`config.mk`:
```
export PLATFORM = sky130hd
export DESIGN_NAME = watchdog
export DESIGN_NICKNAME = d
export VERILOG_FILES = /design/src/rtl/watchdog.sv
export SDC_FILE = /design/constraint.sdc
export NUM_CORES = 1
export LEC_CHECK = 0
export ABC_AREA = 1
export BUFFER_PORTS_ARGS = -buffer_cell sky130_fd_sc_hd__buf_4
export CORE_UTILIZATION = 30
export DETAILED_ROUTE_END_ITERATION = 6
export GPL_TIMING_DRIVEN = 0
export PLACE_DENSITY = 0.48
export SLEW_MARGIN = 10
export SYNTH_ARGS = -nofsm -noshare
export SYNTH_HDL_FRONTEND = slang
export SYNTH_SLANG_ARGS = --single-unit
```
`constraint.sdc`:
```
create_clock -name clk -period 1.9 [get_ports clk]
set_input_delay 0.095 -clock clk [delete_from_list [all_inputs] [get_ports clk]]
set_output_delay 0.095 -clock clk [all_outputs]
set_load 0.02 [all_outputs]
```
`src/rtl/watchdog.sv`:
```
`default_nettype none
// ============================================================================
//  Module      : watchdog
//  Description : Decoder watchdog timer. Watches for progress strobes (kick)
//                and, if none arrives within a programmable interval of
//                prescaled ticks, drives an active-low reset pulse of fixed
//                length, then re-arms. The interval and status registers are
//                cleared only by rst, so they outlive the reset they cause.
//
//  Ports       : clk             decoder clock
//                rst             synchronous active-high reset (inverted hard reset)
//                kick            one-cycle progress strobe, restarts the timeout
//                interval[7:0]   timeout in ticks, 0 disables the watchdog
//                interval_wr     load interval into the interval register
//                status_rd       clears watchdog_status and expire_cnt
//                watchdog_rst    registered active-low watchdog reset
//                watchdog_status sticky "fired since last status_rd" flag
//                expire_cnt      saturating expiry count since last status_rd
//
//  Revision    : 1.0  initial release
// ============================================================================
module watchdog #(
    parameter int PRESCALE_BITS = 16,
    parameter int PULSE_LEN     = 4,
    parameter int CNT_WIDTH     = 8
) (
    input  logic                 clk,
    input  logic                 rst,
    input  logic                 kick,
    input  logic [7:0]           interval,
    input  logic                 interval_wr,
    input  logic                 status_rd,
    output logic                 watchdog_rst,
    output logic                 watchdog_status,
    output logic [CNT_WIDTH-1:0] expire_cnt
);

    localparam int c_PULSE_W = (PULSE_LEN > 1) ? $clog2(PULSE_LEN) : 1;
    localparam logic [c_PULSE_W-1:0] c_PULSE_LAST = c_PULSE_W'(PULSE_LEN - 1);

    typedef enum logic [1:0] {
        ST_DISABLED = 2'd0,
        ST_RUNNING  = 2'd1,
        ST_FIRE     = 2'd2
    } state_t;

    state_t                   r_state;
    state_t                   w_state_nxt;
    logic [7:0]               r_interval;
    logic [7:0]               w_interval_nxt;
    logic [PRESCALE_BITS-1:0] r_prescaler;
    logic [PRESCALE_BITS-1:0] w_prescaler_nxt;
    logic [7:0]               r_counter;
    logic [7:0]               w_counter_nxt;
    logic [c_PULSE_W-1:0]     r_pulse;
    logic [c_PULSE_W-1:0]     w_pulse_nxt;
    logic                     r_watchdog_rst;
    logic                     w_watchdog_rst_nxt;
    logic                     r_status;
    logic                     w_status_nxt;
    logic [CNT_WIDTH-1:0]     r_expire_cnt;
    logic [CNT_WIDTH-1:0]     w_expire_cnt_nxt;

    logic                     w_tick;
    logic                     w_fire;
    logic                     w_status_base;
    logic [CNT_WIDTH-1:0]     w_cnt_base;

    assign w_tick = &r_prescaler;

    // A status read clears first; an expiry in the same cycle then sets on
    // top of the cleared values, so the expiry is never lost.
    assign w_status_base = status_rd ? 1'b0 : r_status;
    assign w_cnt_base    = status_rd ? '0 : r_expire_cnt;

    always_comb begin
        w_state_nxt        = r_state;
        w_interval_nxt     = r_interval;
        w_prescaler_nxt    = r_prescaler;
        w_counter_nxt      = r_counter;
        w_pulse_nxt        = r_pulse;
        w_watchdog_rst_nxt = r_watchdog_rst;
        w_fire             = 1'b0;

        case (r_state)
            ST_DISABLED: begin
                w_watchdog_rst_nxt = 1'b1;
                w_prescaler_nxt    = '0;
                if (interval_wr) begin
                    w_interval_nxt = interval;
                    if (interval != 8'd0) begin
                        w_state_nxt   = ST_RUNNING;
                        w_counter_nxt = interval;
                    end
                end
            end

            ST_RUNNING: begin
                // Prescaler free-runs and wraps to zero after all-ones.
                w_prescaler_nxt = r_prescaler + 1'b1;
                if (interval_wr) begin
                    w_interval_nxt  = interval;
                    w_prescaler_nxt = '0;
                    w_counter_nxt   = interval;
                    if (interval == 8'd0) begin
                        w_state_nxt = ST_DISABLED;
                    end
                end else if (kick) begin
                    w_prescaler_nxt = '0;
                    w_counter_nxt   = r_interval;
                end else if (w_tick) begin
                    if (r_counter > 8'd1) begin
                        w_counter_nxt = r_counter - 8'd1;
                    end else begin
                        w_fire             = 1'b1;
                        w_state_nxt        = ST_FIRE;
                        w_watchdog_rst_nxt = 1'b0;
                        w_pulse_nxt        = '0;
                    end
                end
            end

            ST_FIRE: begin
                w_watchdog_rst_nxt = 1'b0;
                w_pulse_nxt        = r_pulse + 1'b1;
                if (interval_wr) begin
                    w_interval_nxt = interval;
                end
                // The pulse always runs its full length; re-arm uses the
                // interval value that is in force as the pulse ends.
                if (r_pulse == c_PULSE_LAST) begin
                    w_watchdog_rst_nxt = 1'b1;
                    w_pulse_nxt        = '0;
                    w_prescaler_nxt    = '0;
                    w_counter_nxt      = w_interval_nxt;
                    w_state_nxt        = (w_interval_nxt == 8'd0) ? ST_DISABLED : ST_RUNNING;
                end
            end

            default: begin
                w_state_nxt        = ST_DISABLED;
                w_watchdog_rst_nxt = 1'b1;
                w_prescaler_nxt    = '0;
                w_counter_nxt      = '0;
                w_pulse_nxt        = '0;
            end
        endcase

        w_status_nxt     = w_status_base;
        w_expire_cnt_nxt = w_cnt_base;
        if (w_fire) begin
            w_status_nxt     = 1'b1;
            w_expire_cnt_nxt = (&w_cnt_base) ? w_cnt_base : w_cnt_base + 1'b1;
        end
    end

    always_ff @(posedge clk) begin
        if (rst) begin
            r_state        <= ST_DISABLED;
            r_interval     <= '0;
            r_prescaler    <= '0;
            r_counter      <= '0;
            r_pulse        <= '0;
            r_watchdog_rst <= 1'b1;
            r_status       <= 1'b0;
            r_expire_cnt   <= '0;
        end else begin
            r_state        <= w_state_nxt;
            r_interval     <= w_interval_nxt;
            r_prescaler    <= w_prescaler_nxt;
            r_counter      <= w_counter_nxt;
            r_pulse        <= w_pulse_nxt;
            r_watchdog_rst <= w_watchdog_rst_nxt;
            r_status       <= w_status_nxt;
            r_expire_cnt   <= w_expire_cnt_nxt;
        end
    end

    assign watchdog_rst    = r_watchdog_rst;
    assign watchdog_status = r_status;
    assign expire_cnt      = r_expire_cnt;

endmodule
`default_nettype wire
```
==> run summary, run 1 <==
======================================================================================
Hold violation count in the final report                                             0
Largest net degree at the start of global routing                                   15
Per-instance average area after synthesis                                     6.49 um2
Leakage dissipation                                                            1.39 nW
Overall fraction of global-route tracks in use                                   0.161
Unrepaired setup endpoints after global routing                                     no
# IOs                                                                               23
Wire length of the first global-routing pass                                  13000 um
Combinational family with the most area after synthesis                   simple AND/OR/NAND/NOR gates
Count of hold-fix buffers inserted at cts                                            0
Highest fanout seen on the critical path                                             7
Total clock buffers created by CTS                                                   5
Worst vdd rail ir drop                                                          301 uV
Synthesized-area fraction occupied by adder cells                               0.0217
Worst-Margin Slew                                                             0.573 ns
Number of enable-type register cells in the synthesized netlist                      0
Setup skew after layout                                                     0.00808 ns
Input/output buffers                                                                21
Number of sinks driven by the clock tree                                            46
Async set-reset flop share out of synthesis                                          0
Detailed router's first-iteration violation count                                  117
Most frequent cells in the layout                                         112 x sky130_fd_sc_hd__nand2_1, 50 x sky130_fd_sc_hd__nor2_1, 44 x sky130_fd_sc_hd__a21oi_1, 44 x sky130_fd_sc_hd__dfxtp_1, 41 x sky130_fd_sc_hd__inv_1
DRC violation count after routing                                                    0
HPWL Detailed                                                                  5790 um
Total negative slack for setup checks                                             0 ns
Post-synthesis compound-gate area fraction                                       0.191
Status                                                                    finished clean
Layout overhead on the synthesized area                                          15.2%
Ys Warns                                                                             0
Path type of the worst setup path                                         register to register
Xor-xnor portion of the synthesized cell area                                  0.00608
Sequential cell area fraction in the yosys report                                0.320
Root buf cell                                                             sky130_fd_sc_hd__clkbuf_8
Simple-gate share of the synthesized area                                        0.381
Multiplexer share of the synthesized area                                            0
Number of nets in the synthesized netlist                                          462
Wire length reported by the detailed router                                    7660 um
CTS Buffer Depth                                                                     2
CTS tree                                                                          done
Cell Area, Synth                                                              2880 um2
Crit. End Element                                                             register
Count of pins over their slew limit                                                  0
Clock period minus worst slack                                                 1.76 ns
Synthesized instance count                                                         444
Commonest non-fill, non-tap cell in the layout                            sky130_fd_sc_hd__nand2_1
Number of unique standard cell types used by synthesis                              40
DIE AREA                                                                     10000 um2
Number of antenna violations at the first check in global routing                    0
Number of nets at the end of the flow                                              492
Height of the die                                                               100 um
Headroom to the max-slew limit                                                   0.617
Hold/Removal Path Class                                                   input port to register
Part of the cycle the worst path needs                                           0.929
Area after DPL                                                                3200 um2
Highest Clock Rate                                                             567 MHz
WP data required                                                               2.07 ns
Initial DRT Pass Iterations                                                          4
Ant diodes                                                                           0
Vias in the first global route                                                    2619
Die width                                                                       100 um
H-tree depth reported by CTS                                                         2
Last weighted congestion value of the routability-driven placer                  0.782
Arrival time reported for the critical path endpoint                           1.94 ns
Count of standard-cell rows                                                         35
Fin area                                                                      3320 um2
Total grt overflow                                                                   0
Residual antenna-violating net count after detailed routing                          0
Proportion of layout cells with a drive suffix above 1                           0.154
Core Area                                                                     9280 um2
Wire length per cell after detailed routing                                    12.7 um
Initial Util                                                                     0.310
Final Setup Violations                                                               0
CP startpoint kind                                                            register
Clock latency on the worst-skew pair                                           0.31 ns
Maxcap violations                                                                    0
Dominant synthesized flop cell                                            sky130_fd_sc_hd__dfxtp_1
Vias                                                                              2857
Total of flip-flops plus latches after synthesis                                    46
Clock slew at the register clock pins of the worst setup and hold paths        0.09 ns
Via/cell ratio                                                                    4.73
Power density over cell area                                                607 nW/um2
======================================================================================
cell families after synthesis:
kind of cell / after synthesis
and+or+nand+nor: 239
AOI/OAI and AO/OA: 96
buffers and inverters: 56
DFF: 46
adders and majority gates: 5
xor gates and xnor gates: 2
state kept, by name, indices dropped and copies added, names as in the netlist:
name	flops
r_prescaler	16
expire_cnt	8
r_counter	8
r_interval	8
r_pulse	2
r_state	2
watchdog_rst	1
watchdog_status	1
Yosys cell counts, types with 5 or more instances:
library cell                n  area [um2]
sky130_fd_sc_hd__nor3_1     7        35.0
sky130_fd_sc_hd__a21oi_1   44         220
sky130_fd_sc_hd__inv_1     41         154
sky130_fd_sc_hd__inv_2      5        18.8
sky130_fd_sc_hd__nand4_1    8        50.1
sky130_fd_sc_hd__ha_1       5        62.6
sky130_fd_sc_hd__or2_2      5        31.3
sky130_fd_sc_hd__nor2_2     6        37.5
sky130_fd_sc_hd__dfxtp_1   46         921
sky130_fd_sc_hd__o21ai_0   32         160
sky130_fd_sc_hd__nor2_1    51         191
sky130_fd_sc_hd__nand2_1  112         420
sky130_fd_sc_hd__nand3_1   34         170
repair_timing:
action / in CTS / in global routing
endpoints found under the hold margin: 0 / 0
buffers inserted: 0 / 1
pin swaps: 1 / 2
endpoints found under the setup margin: 1 / 18
gates cloned: 0 / 1
gates resized for setup: 0 / 6
layout make-up:
type / count / area (um2)
inverter: 46 / 173
tap: 129 / 161
buffer: 10 / 60.1
clock buffer: 6 / 72.6
sequential: 46 / 926
fill: 1036 / 5960
multi-input combinational: 343 / 1750
timing repair buffer: 22 / 165
clock inverter: 2 / 13.8
worst max-delay path, cell delays in order (launching register included):
cell                      delay (ns)
sky130_fd_sc_hd__dfxtp_4        0.37
sky130_fd_sc_hd__inv_1          0.10
sky130_fd_sc_hd__ha_4           0.19
sky130_fd_sc_hd__or2_2          0.29
sky130_fd_sc_hd__nand2_1        0.07
sky130_fd_sc_hd__nor2_1         0.07
sky130_fd_sc_hd__o21ai_4        0.28
sky130_fd_sc_hd__nand2_2        0.13
sky130_fd_sc_hd__nand2_1        0.08
sky130_fd_sc_hd__a21oi_1        0.05
power breakdown:
part | internal, mW | leakage, nW | switching, mW
Clock | 0.261 | 0.0452 | 0.354
Combinational | 0.136 | 0.966 | 0.234
Sequential | 0.997 | 0.376 | 0.0320
stage by stage:
step | hold WS [ns] | power [mW] | setup WS, ns | cells | util
after CTS | 0.123 | 2.01 | 0.0256 | 602 | 0.354
after global routing | 0.142 | 2.13 | 0.00707 | 604 | 0.358
after floorplan | 0.279 | 1.29 | 0.249 | 444 | -
after global placement | 0.451 | 1.40 | 0.0474 | 594 | 0.345
final | 0.135 | 2.01 | 0.136 | 604 | 0.358
after detailed placement | 0.452 | 1.40 | 0.0198 | 594 | 0.345
routing by layer:
| layer | part of all wire | GRT usage | vias to the layer above |
|---|---|---|---|
| li1 | - | - | 1528 |
| met1 | 0.53 | 0.232 | 1271 |
| met2 | 0.42 | 0.246 | 53 |
| met3 | 0.036 | 0.0292 | 5 |
| met4 | 0.0094 | 0.0424 | 0 |
| met5 | 0 | 0 | - |
final timing paths:
path / start / endpoint / slack [ns] / depth (start not counted)
setup / recovery: r_counter[0]$_SDFFE_PP0P_ / r_counter[1]$_SDFFE_PP0P_ / 0.14 / 9
setup reg to reg: r_counter[0]$_SDFFE_PP0P_ / r_counter[1]$_SDFFE_PP0P_ / 0.14 / 9
hold reg to reg: watchdog_status$_SDFFE_PP0P_ / watchdog_status$_SDFFE_PP0P_ / 0.47 / 2
hold / removal: status_rd / expire_cnt[6]$_SDFF_PP0_ / 0.13 / 4
No activity file was read; power rests on OpenSTA's default activity.
==> inputs of run 2 (changes only) <==
Settings changed: CORE_UTILIZATION 30 to 27, PLACE_DENSITY 0.48 to 0.44.
==> run summary, run 2 (synthesis results as in run 1) <==
======================================================================================
Number of nets at the end of the flow                                              491   -0.20%
Ant diodes                                                                           0   unchanged
Number of cells traversed by the worst register-to-register path                     9   unchanged
H-tree depth reported by CTS                                                         2   unchanged
Commonest non-fill, non-tap cell in the layout                            sky130_fd_sc_hd__nand2_1
Wire length reported by the detailed router                                    7940 um   +3.5%
End point of the critical path                                            r_counter[6]$_SDFFE_PP0P_
CP startpoint kind                                                            register
Arrival time reported for the critical path endpoint                           2.01 ns   +0.07 ns
Number of antenna violations at the first check in global routing                    0   unchanged
Largest net degree at the start of global routing                                   15   unchanged
Count of standard-cell rows                                                         37   +5.7%
DIE AREA                                                                     11100 um2   +11%
Comb pwr share                                                                   0.168   -0.016
Leakage dissipation                                                            1.39 nW   +0.13%
Count of pins over their slew limit                                                  0   unchanged
Wire length of the first global-routing pass                                  13300 um   +2.8%
Flip-flop count of the largest register after layout                                16   unchanged
CTS Buffer Depth                                                                     2   unchanged
Setup skew after layout                                                      0.0140 ns   +0.00594 ns
Overall fraction of global-route tracks in use                                   0.150   -0.0109
Die width                                                                       105 um   +5.3%
Number of sinks driven by the clock tree                                            46   unchanged
Vias                                                                              2856   -0.035%
Vias in the first global route                                                    2681   +2.4%
Portion of total power attributed to sequential cells                            0.481   -0.030
End of the worst register-to-register path                                r_counter[6]$_SDFFE_PP0P_
CP startpoint                                                             r_counter[0]$_SDFFE_PP0P_
Final Setup Violations                                                               0   unchanged
Proportion of layout cells with a drive suffix above 1                           0.150   -0.00390
Area after DPL                                                                3210 um2   +0.27%
HPWL Detailed                                                                  5870 um   +1.5%
Highest fanout seen on the critical path                                             7   unchanged
Total grt overflow                                                                   0   unchanged
Total clock buffers created by CTS                                                   5   unchanged
Net switching power of the design                                               623 uW   +0.45%
Clock slew at the register clock pins of the worst setup and hold paths        0.10 ns   about the same
Via/cell ratio                                                                    4.68   -1.0%
Maxcap violations                                                                    0   unchanged
Power density over cell area                                                641 nW/um2   +5.7%
Core Area                                                                    10300 um2   +11%
Most frequent cells in the layout                                         112 x sky130_fd_sc_hd__nand2_1, 51 x sky130_fd_sc_hd__nor2_1, 44 x sky130_fd_sc_hd__a21oi_1, 44 x sky130_fd_sc_hd__dfxtp_1, 41 x sky130_fd_sc_hd__inv_1
Switching power as a share of total power                                        0.291   -0.0173
# IOs                                                                               23   unchanged
Clock period minus worst slack                                                 1.81 ns   +0.0440 ns
Hold violation count in the final report                                             0   unchanged
Input/output buffers                                                                21   unchanged
Root buf cell                                                             sky130_fd_sc_hd__clkbuf_8
Status                                                                    finished clean
Fin area                                                                      3340 um2   +0.68%
WP data required                                                               2.10 ns   +0.03 ns
CTS tree                                                                          done
Initial Util                                                                     0.279   -0.0312
Last weighted congestion value of the routability-driven placer                  0.836   +6.9%
Clock latency on the worst-skew pair                                           0.31 ns   about the same
Number of placed cells counting well taps                                          601   +1.2%
Worst-Margin Slew                                                             0.588 ns   +0.0153 ns
Headroom to the max-slew limit                                                   0.607   -0.0103
Wire length per cell after detailed routing                                    13.0 um   +2.5%
Highest Clock Rate                                                             553 MHz   -2.4%
Largest register by flop count                                             r_prescaler
DRC violation count after routing                                                    0   unchanged
Initial DRT Pass Iterations                                                          4   unchanged
Residual antenna-violating net count after detailed routing                          0   unchanged
Total negative slack for setup checks                                             0 ns   unchanged
Hold/Removal Path Class                                                   input port to register
Path type of the worst setup path                                         register to register
Slack of the worst reg-to-reg path                                             0.09 ns   -0.04 ns
Detailed router's first-iteration violation count                                  160   +37%
Worst r2r src                                                             r_counter[0]$_SDFFE_PP0P_
Part of the cycle the worst path needs                                           0.952   +0.0232
Fraction of power consumed by the clock network                                  0.351   +0.046
Height of the die                                                               105 um   +5.3%
Count of placed standard cells in the final layout, fillers left out               610   +0.99%
Worst vdd rail ir drop                                                          265 uV   -12%
Internal power                                                                 1.52 mW   +9.1%
Crit. End Element                                                             register
Layout overhead on the synthesized area                                          16.0%
======================================================================================
[run 2: cell types whose count changed in the layout (fill, tap and decap cells not counted)]
cell / before / now
sky130_fd_sc_hd__clkinvlp_4: 0 / 1
sky130_fd_sc_hd__nor2_1: 50 / 51
sky130_fd_sc_hd__bufinv_16: 0 / 1
sky130_fd_sc_hd__clkinv_4: 1 / 0
sky130_fd_sc_hd__clkinv_2: 1 / 0
sky130_fd_sc_hd__buf_4: 23 / 22
sky130_fd_sc_hd__nor2_2: 7 / 6
[run 2: worst min path at each step]
stage                   start                           end  slack [ns]  cells after the start
global placement    status_rd      expire_cnt[6]$_SDFF_PP0_        0.45                      4
global route        status_rd      expire_cnt[6]$_SDFF_PP0_        0.14                      4
finish              status_rd      expire_cnt[6]$_SDFF_PP0_        0.12                      4
CTS                 status_rd      expire_cnt[6]$_SDFF_PP0_        0.12                      4
detailed placement  status_rd      expire_cnt[6]$_SDFF_PP0_        0.45                      4
floorplan           status_rd  watchdog_status$_SDFFE_PP0P_        0.28                      3
[run 2: metal layers]
metal  vias up  share of wire  global-route usage
met5         -              0                   0
met4         0          0.012              0.0443
met3        10          0.025              0.0223
met2        35           0.43               0.239
met1      1281           0.53               0.208
li1       1530              -                   -
[run 2: cell type report]
type | count | area, um2
clock buffers | 6 | 72.6
inverters | 46 | 173
multi-input cells | 343 | 1750
well taps | 136 | 170
plain buffers | 10 | 60.1
clock inverters | 2 | 37.5
flip-flops and latches | 46 | 926
repair buffers | 21 | 158
fillers | 1125 | 6980
[run 2: worst max-delay path, cell delays in order (launching register included)]
cell,delay [ns]
sky130_fd_sc_hd__dfxtp_4,0.38
sky130_fd_sc_hd__inv_1,0.10
sky130_fd_sc_hd__ha_4,0.19
sky130_fd_sc_hd__or2_2,0.29
sky130_fd_sc_hd__nand2_1,0.06
sky130_fd_sc_hd__nor2_1,0.07
sky130_fd_sc_hd__o21ai_4,0.29
sky130_fd_sc_hd__nand2_2,0.14
sky130_fd_sc_hd__nor2_1,0.12
sky130_fd_sc_hd__nor2_1,0.05
[run 2: timing repair]
item,CTS,global route
setup endpoints to repair,8,13
hold buffers,0,0
pin swaps,1,2
cloned,0,1
buffers inserted,0,0
resized for setup,1,4
[run 2: power by group through the flow]
stage               logic (mW)  registers, mW  clock network [mW]
finish                   0.361           1.03               0.752
global route             0.407           1.04               0.817
detailed placement       0.350           1.05                   0
global placement         0.351           1.05                   0
CTS                      0.351           1.03               0.773
floorplan                0.248           1.04                   0
[run 2: per-stage QoR]
stage | setup slack [ns] | hold slack [ns] | util | power (mW)
finish | 0.0916 | 0.123 | 0.324 | 2.14
global route | -0.00981 | 0.141 | 0.324 | 2.26
global placement | 0.0407 | 0.455 | 0.311 | 1.40
floorplan | 0.249 | 0.279 | - | 1.29
detailed placement | -0.0247 | 0.452 | 0.311 | 1.40
CTS | 0.0658 | 0.119 | 0.322 | 2.15
